--- config.mk ---
export PLATFORM = sky130hd
export DESIGN_NAME = axi_master
export DESIGN_NICKNAME = d
export VERILOG_FILES = /design/src/rtl/axi_master.sv
export SDC_FILE = /design/constraint.sdc
export NUM_CORES = 1
export LEC_CHECK = 0
export BUFFER_PORTS_ARGS = -buffer_cell sky130_fd_sc_hd__buf_2
export CAP_MARGIN = 20
export CORE_ASPECT_RATIO = 1.75
export CORE_MARGIN = 10
export CORE_UTILIZATION = 30
export DETAILED_ROUTE_END_ITERATION = 16
export PLACE_DENSITY = 0.76
export SLEW_MARGIN = 15
export SYNTH_ARGS = -nofsm -noshare
export SYNTH_HDL_FRONTEND = slang
export SYNTH_SLANG_ARGS = --single-unit
--- constraint.sdc ---
create_clock -name aclk -period 4.9 [get_ports aclk]
set_input_delay 0.98 -clock aclk [delete_from_list [all_inputs] [get_ports aclk]]
set_output_delay 0.98 -clock aclk [all_outputs]
set_load 0.1 [all_outputs]
--- src/rtl/axi_master.sv ---
// axi_master: single-outstanding AXI master turning a command/data stream into AXI bursts; define AXI_MASTER_TIMEOUT_EN for a response watchdog
module axi_master #(
  parameter int addr_width = 4,
  parameter int data_width = 32,
  parameter int len = 4,
  parameter int resp = 2,
  parameter int timeout = 64
) (
  input  logic                  aclk,
  input  logic                  aresetn,
  input  logic                  cmd_valid,
  output logic                  cmd_ready,
  input  logic                  cmd_write,
  input  logic [addr_width-1:0] cmd_addr,
  input  logic [len-1:0]        cmd_len,
  input  logic [1:0]            cmd_burst,
  input  logic [data_width-1:0] wr_data,
  input  logic                  wr_valid,
  output logic                  wr_ready,
  output logic [data_width-1:0] rd_data,
  output logic                  rd_valid,
  input  logic                  rd_ready,
  output logic                  rd_last,
  output logic                  done,
  output logic [resp-1:0]       done_resp,
  output logic [3:0]            awid,
  output logic [addr_width-1:0] awaddr,
  output logic [len-1:0]        awlen,
  output logic [2:0]            awsize,
  output logic [1:0]            awburst,
  output logic                  awlock,
  output logic [3:0]            awcache,
  output logic [2:0]            awprot,
  output logic [3:0]            awqos,
  output logic [3:0]            awregion,
  output logic                  awuser,
  output logic                  awvalid,
  input  logic                  awready,
  output logic [3:0]            wid,
  output logic [data_width-1:0] wdata,
  output logic [3:0]            wstrb,
  output logic                  wlast,
  output logic                  wuser,
  output logic                  wvalid,
  input  logic                  wready,
  input  logic [resp-1:0]       bresp,
  input  logic                  bvalid,
  output logic                  bready,
  output logic [3:0]            arid,
  output logic [addr_width-1:0] araddr,
  output logic [len-1:0]        arlen,
  output logic [2:0]            arsize,
  output logic [1:0]            arburst,
  output logic                  arlock,
  output logic [3:0]            arcache,
  output logic [2:0]            arprot,
  output logic [3:0]            arqos,
  output logic [3:0]            arregion,
  output logic                  aruser,
  output logic                  arvalid,
  input  logic                  arready,
  input  logic [data_width-1:0] rdata,
  input  logic [resp-1:0]       rresp,
  input  logic                  rlast,
  input  logic                  rvalid,
  output logic                  rready
);
  typedef enum logic [2:0] {IDLE, WADDR, WDATA, WRESP, RADDR, RDATA} state_t;
  state_t state_q, state_d;
  logic [addr_width-1:0] addr_q, addr_d;
  logic [len-1:0] len_q, len_d, cnt_q, cnt_d;
  logic [1:0] burst_q, burst_d;
  logic done_q, done_d;
  logic [resp-1:0] done_resp_q, done_resp_d, rmax_q, rmax_d, rnew;
  logic illegal, to_hit;
  assign cmd_ready = state_q == IDLE;
  assign awvalid = state_q == WADDR;
  assign arvalid = state_q == RADDR;
  assign bready = state_q == WRESP;
  assign awaddr = addr_q;
  assign araddr = addr_q;
  assign awlen = len_q;
  assign arlen = len_q;
  assign awburst = burst_q;
  assign arburst = burst_q;
  assign {awid, arid, wid, awlock, arlock, awcache, arcache, awprot, arprot} = '0;
  assign {awqos, arqos, awregion, arregion, awuser, aruser, wuser} = '0;
  assign awsize = 3'b010;
  assign arsize = 3'b010;
  assign wstrb = 4'hF;
  assign wvalid = state_q == WDATA && wr_valid;
  assign wr_ready = state_q == WDATA && wready;
  assign wdata = state_q == WDATA ? wr_data : '0;
  assign wlast = state_q == WDATA && cnt_q == len_q;
  assign rready = state_q == RDATA && rd_ready;
  assign rd_valid = state_q == RDATA && rvalid;
  assign rd_data = state_q == RDATA ? rdata : '0;
  assign rd_last = state_q == RDATA && rlast;
  assign done = done_q;
  assign done_resp = done_resp_q;
  assign illegal = cmd_burst == 2'b11 || (cmd_burst == 2'b10 && !(cmd_len inside {1, 3, 7, 15}));
  assign rnew = rresp > rmax_q ? rresp : rmax_q;
`ifdef AXI_MASTER_TIMEOUT_EN
  localparam int tw = $clog2(timeout + 1);
  logic [tw-1:0] tcnt_q, tcnt_d;
  logic waiting;
  // watchdog: count consecutive cycles with no response valid while waiting on one
  always_comb begin
    waiting = (state_q == WRESP && !bvalid) || (state_q == RDATA && !rvalid);
    tcnt_d = waiting ? tcnt_q + 1'b1 : '0;
    to_hit = waiting && tcnt_q == tw'(timeout - 1);
  end
  // watchdog counter register
  always_ff @(posedge aclk or negedge aresetn)
    if (!aresetn) tcnt_q <= '0;
    else tcnt_q <= tcnt_d;
`else
  assign to_hit = timeout < 0;
`endif
  // next-state, capture of the command and completion response
  always_comb begin
    state_d = state_q;
    addr_d = addr_q;
    len_d = len_q;
    burst_d = burst_q;
    cnt_d = cnt_q;
    rmax_d = rmax_q;
    done_d = 1'b0;
    done_resp_d = done_resp_q;
    case (state_q)
      IDLE: if (cmd_valid) begin
        if (illegal) begin
          done_d = 1'b1;
          done_resp_d = resp'(2);
        end else begin
          addr_d = cmd_addr;
          len_d = cmd_len;
          burst_d = cmd_burst;
          cnt_d = '0;
          rmax_d = '0;
          state_d = cmd_write ? WADDR : RADDR;
        end
      end
      WADDR: state_d = awready ? WDATA : WADDR;
      WDATA: if (wvalid && wready) begin
        cnt_d = cnt_q + 1'b1;
        state_d = wlast ? WRESP : WDATA;
      end
      WRESP: if (bvalid || to_hit) begin
        state_d = IDLE;
        done_d = 1'b1;
        done_resp_d = bvalid ? bresp : resp'(3);
      end
      RADDR: state_d = arready ? RDATA : RADDR;
      RDATA: if (rvalid && rready) begin
        rmax_d = rnew;
        if (rlast) begin
          state_d = IDLE;
          done_d = 1'b1;
          done_resp_d = rnew;
        end
      end else if (to_hit) begin
        state_d = IDLE;
        done_d = 1'b1;
        done_resp_d = resp'(3);
      end
      default: state_d = IDLE;
    endcase
  end
  // state and registered outputs
  always_ff @(posedge aclk or negedge aresetn)
    if (!aresetn) begin
      state_q <= IDLE;
      addr_q <= '0;
      len_q <= '0;
      burst_q <= '0;
      cnt_q <= '0;
      rmax_q <= '0;
      done_q <= 1'b0;
      done_resp_q <= '0;
    end else begin
      state_q <= state_d;
      addr_q <= addr_d;
      len_q <= len_d;
      burst_q <= burst_d;
      cnt_q <= cnt_d;
      rmax_q <= rmax_d;
      done_q <= done_d;
      done_resp_q <= done_resp_d;
    end
endmodule
=== After elaboration in Yosys (flattened, before gate mapping) ===
Cells that the tools add are included.

* Register bits after elaboration: 22
* Output and inout port bits: 154

* Add/sub/neg operators: 1
* Mux-type cells: 34
* Magnitude comparators: 1
* Eq/ne operators: 19
* Reduce and logical (&&, ||, !) cells: 21
* Bitwise logic cells: 1

{| class="wikitable"
|+ Operators with widths
! cell !! number
|-
| 32-bit two-way mux || 2
|-
| 3-bit two-way mux || 7
|-
| 2-bit two-way mux || 10
|-
| 3-bit case mux with 6 select lines || 1
|-
| 4-bit two-way mux || 3
|-
| 6-bit AND reduction || 2
|-
| 1-bit logical AND || 9
|-
| 2-bit inequality test (second input constant) || 4
|-
| 4-bit case mux with 2 select lines || 1
|-
| 4-bit AND reduction || 2
|-
| 1-bit two-way mux || 7
|-
| 3-bit by 2-bit == test with 1-bit output (second input constant) || 2
|-
| 3-bit == test (second input constant) || 2
|-
| 2-bit by 1-bit inequality test with 1-bit output (second input constant) || 3
|-
| 2-bit case mux with 3 select lines || 1
|-
| 4-bit by 1-bit adder with 4-bit output (second input constant) || 1
|-
| 2-bit == test (second input constant) || 2
|-
| 4-bit by 1-bit == test with 1-bit output (second input constant) || 1
|-
| 4-bit by 2-bit == test with 1-bit output (second input constant) || 1
|-
| 4-bit by 3-bit == test with 1-bit output (second input constant) || 1
|-
| 4-bit == test || 1
|-
| 4-bit == test (second input constant) || 1
|-
| 2-bit case mux with 2 select lines || 1
|-
| 2-bit nonzero test || 2
|-
| other kinds (10) || 10
|}

=== Depth between registers and ports, before layout ===
* Depth in word-level cells: 8
* Gate-level depth with buffers: 6
* Mapped depth without buffers: 6

=== Least setup slack after synthesis ===
OpenSTA, ideal clock, no wires.

* Path kind: flip-flop to output port
* From: reg len_q[3], in the netlist arlen[3]
* To: out wlast
* Setup slack: -0.399 ns
* Buffers on the path: 0
* Data arrival time: 4.319 ns
* Cell stages (with the launch flop): 3
* Path through: dfrtp_1 -> xor2_1 -> nor4b_1

* Cells in the longest elaborated chain, start to end: 2

{| class="wikitable"
|+ Ends and longest elaborated chain
! element !! line !! text
|-
| from (decl) || 71 || <nowiki>logic [len-1:0] len_q, len_d, cnt_q, cnt_d;</nowiki>
|-
| from (signal assigned) || 184 || <nowiki>len_q <= len_d;</nowiki>
|-
| 4-bit == test || 94 || <nowiki>assign wlast = state_q == WDATA && cnt_q == len_q;</nowiki>
|-
| 1-bit logical AND || 94 ||
|-
| to (decl) || 42 || <nowiki>output logic wlast,</nowiki>
|}

No other way between the ends.

=== Final worst setup path ===
* From: reg state_q[1]
* To: out rd_last

* Cells in the longest elaborated chain, start to end: 2

{| class="wikitable"
|+ Ends and longest elaborated chain
! element !! line !! text
|-
| from (decl) || 69 || <nowiki>state_t state_q, state_d;</nowiki>
|-
| from (signal assigned) || 182 || <nowiki>state_q <= state_d;</nowiki>
|-
| 3-bit == test || 98 || <nowiki>assign rd_last = state_q == RDATA && rlast;</nowiki>
|-
| 1-bit logical AND || 98 ||
|-
| to (decl) || 23 || <nowiki>output logic rd_last,</nowiki>
|}

No other way between the ends.

==> qor.txt <==
clk root buf: clkbuf_16
Post-DP Area: 0.00301 sq mm
DR vias: 2392
status: complete, no violations
synthesized flop and latch total: 22
crit start category: register
DP HPWL: 7.76 mm
Ys Warns: 0
Top-Level Pins: 244
vias per std cell: 4.53
synth top area cells: dfrtp_1 (24%), buf_4 (22%), and2_1 (9.8%)
Arr. time, crit path: 2.67 ns
CTS buffer count: 3
Post CTS Setup Buffer Count: 0
largest net degree at the start of global routing: 45
mux share of post-synthesis cell area: 0.0684
final WL: 8.80 mm
critical path required time: 3.92 ns
ANT nets after route: 0
die width: 86.3 microns
max_cap viols: 0
Post-synth EDFFs: 0
initial antenna violation count: 0
Max FO, Critical Path: 44
Synth cell types: 46
Area growth, synth to finish: 34.9%
fin crit period: 3.65 ns
Largest stage delay, worst path: 0.95 ns
# hold bufs at CTS: 0
Peak Freq: 0.274 GHz
Post-synth top flop: dfrtp_1
# setup viols final: 0
GPL Wtd Cong: 0.836
Remaining DRCs: 0
simple-gate share of the synthesized area: 0.305
worst-margin pin slew: 1.02 ns
Avg Cell Area, Syn: 8.42 sq um
Min-Delay Path Class: reg -> reg
Mapped Area: 0.00231 sq mm
WL/cell: 16.7 microns
Async SR Flop Fraction: 1.00
final hold vios: 0
vias in the first global route: 2610
final period utilization: 0.746
Adder-Cell Fraction of Synth Area: 0.0217
main combinational cell family by area after synthesis: simple AND/OR/NAND/NOR gates
Synth area leader: dfrtp_1
CTS tree: yes
All-Layer GR Usage: 0.136
first-pass GRT wire length: 13.0 mm
post-synthesis compound-gate area fraction: 0.0944
first drt pass iteration count: 4
port bufs: 186
crit-path cells: and3b_1 > and2_1 > buf_2
Final Util: 0.414
Worst Skew: 0.00362 ns
Slew Limit Fails: 0
Synth Area in XOR/XNOR: 0.0152
Worst setup EP type: primary output
Starting Density: 0.307
Filler Cell Count: 765
proportion of synthesized chip area in sequential cells: 0.239
fraction of layout cells with a size suffix above 1: 0.486
Synth Instances: 274
site row count: 42
full die area: 0.0117 sq mm
share of the synthesized area in the top cell type: 0.239
first-iteration detailed-routing DRC count: 99
Resize count post-CTS: 0
maximum root-to-sink buffer count: 2
Clk pin slew, worst setup/hold paths: 0.06 ns
CP Class: reg -> out
CTS H-Tree Depth: 1
antenna fix cells: 0
worst skew pair latency: 0.26 ns
setup_tns: 0 ns
Post-layout nets: 535
RSZ-0062 raised after global routing: no
global route overflow: 0
CP max-delay cell: and3b_1
Slew headroom: 0.318
Die Height: 136 microns
core box area: 0.00751 sq mm
final instance area: 0.00311 sq mm
CTS Sinks: 22
[layout make-up]
type | count | area, sq um | area share
Inverter | 8 | 30.0 | 0.00965
Tap cell | 88 | 110 | 0.0354
Clock buffer | 4 | 88.8 | 0.0286
Multi-Input combinational cell | 219 | 1390 | 0.445
Timing Repair Buffer | 187 | 946 | 0.304
Sequential cell | 22 | 551 | 0.177
[metrics by stage]
step | std cells | hold WS, ns | setup slack, ns
final | 528 | 0.507 | 1.25
after global routing | 528 | 0.524 | 1.01
after CTS | 527 | 0.514 | 1.21
after detailed placement | 523 | 0.500 | 1.48
after global placement | 523 | 0.487 | 1.66
after floorplan | 329 | 0.493 | 0.934
[synth_stat cells (2+ instances only)]
cell type,instances
or4_1,3
nand3_1,2
a21oi_1,3
o21ai_0,5
ha_1,4
a31oi_1,2
xnor2_1,2
conb_1,2
nand2_1,8
and3b_1,2
and3_1,34
dfrtp_1,22
nor3b_1,3
nand3b_1,4
nor3_1,3
o2bb2ai_1,2
buf_4,67
nor2b_1,5
clkbuf_1,12
a31o_2,2
o31ai_1,3
and2_1,36
nor2_1,4
xor2_1,2
mux2_2,14
inv_1,8
[worst paths after layout]
| check | cells after the start | to | start | slack [ns] |
|---|---|---|---|---|
| worst max-delay path | 3 | rd_last | state_q[1] | 1.25 |
| worst min-delay path | 1 | done_resp[1] | done_resp[1] | 0.51 |
| worst max register to register | 4 | state_q[2] | state_q[1] | 2.51 |
| worst min register to register | 1 | done_resp[1] | done_resp[1] | 0.51 |
| max in group asynchronous | 1 | arburst[1] | aresetn | 3.86 |
| min in group asynchronous | 1 | araddr[2] | aresetn | 0.69 |
[metal layers]
layer,GRT usage,up-vias,wire length [microns]
li1,-,1143,-
met1,0.117,1070,2770
met2,0.247,167,4600
met3,0.0791,12,1250
met4,0.0506,0,179
met5,0,-,0
[cells by family after synthesis]
family,Yosys count
AND/OR/NAND/NOR,112
buffers and inverters,88
AO/OA/AOI/OAI,28
flip-flops,22
multiplexers,14
adder cells (fa/ha/maj),4
XOR/XNOR,4
other,2
[placed cells by master (no fill, tap or decap), types with 2 or more instances in the layout]
cell type and count:
buf_2 186, nor3_1 3, o31ai_1 3, a31oi_1 2, dfrtp_1 22, nand3b_1 4, mux2_2 14, and3_1 34
nor2_1 4, conb_1 57, nor3b_1 3, or4_1 3, nand2_1 8, nand3_1 2, inv_1 8, clkbuf_16 3
a31o_2 2, xor2_1 2, nor2b_1 5, o21ai_0 5, xnor2_1 2, o2bb2ai_1 2, and3b_1 2, ha_1 4
and2_1 36, a21oi_1 3
[critical path, delay by kind of cell, from the launching register on]
kind	cells	cell delay, ns
simple gates	2	1.20
flops	1	0.76
buf+inv	1	0.43
[registers in the layout, summed over array words and instances (netlist names)]
signal     flops
araddr         4
arlen          4
cnt_q          4
state_q        3
arburst        2
done_resp      2
rmax_q         2
done           1
Power is not shown: default switching activity piles up to over one toggle a cycle in this logic, so the estimate is an artifact.
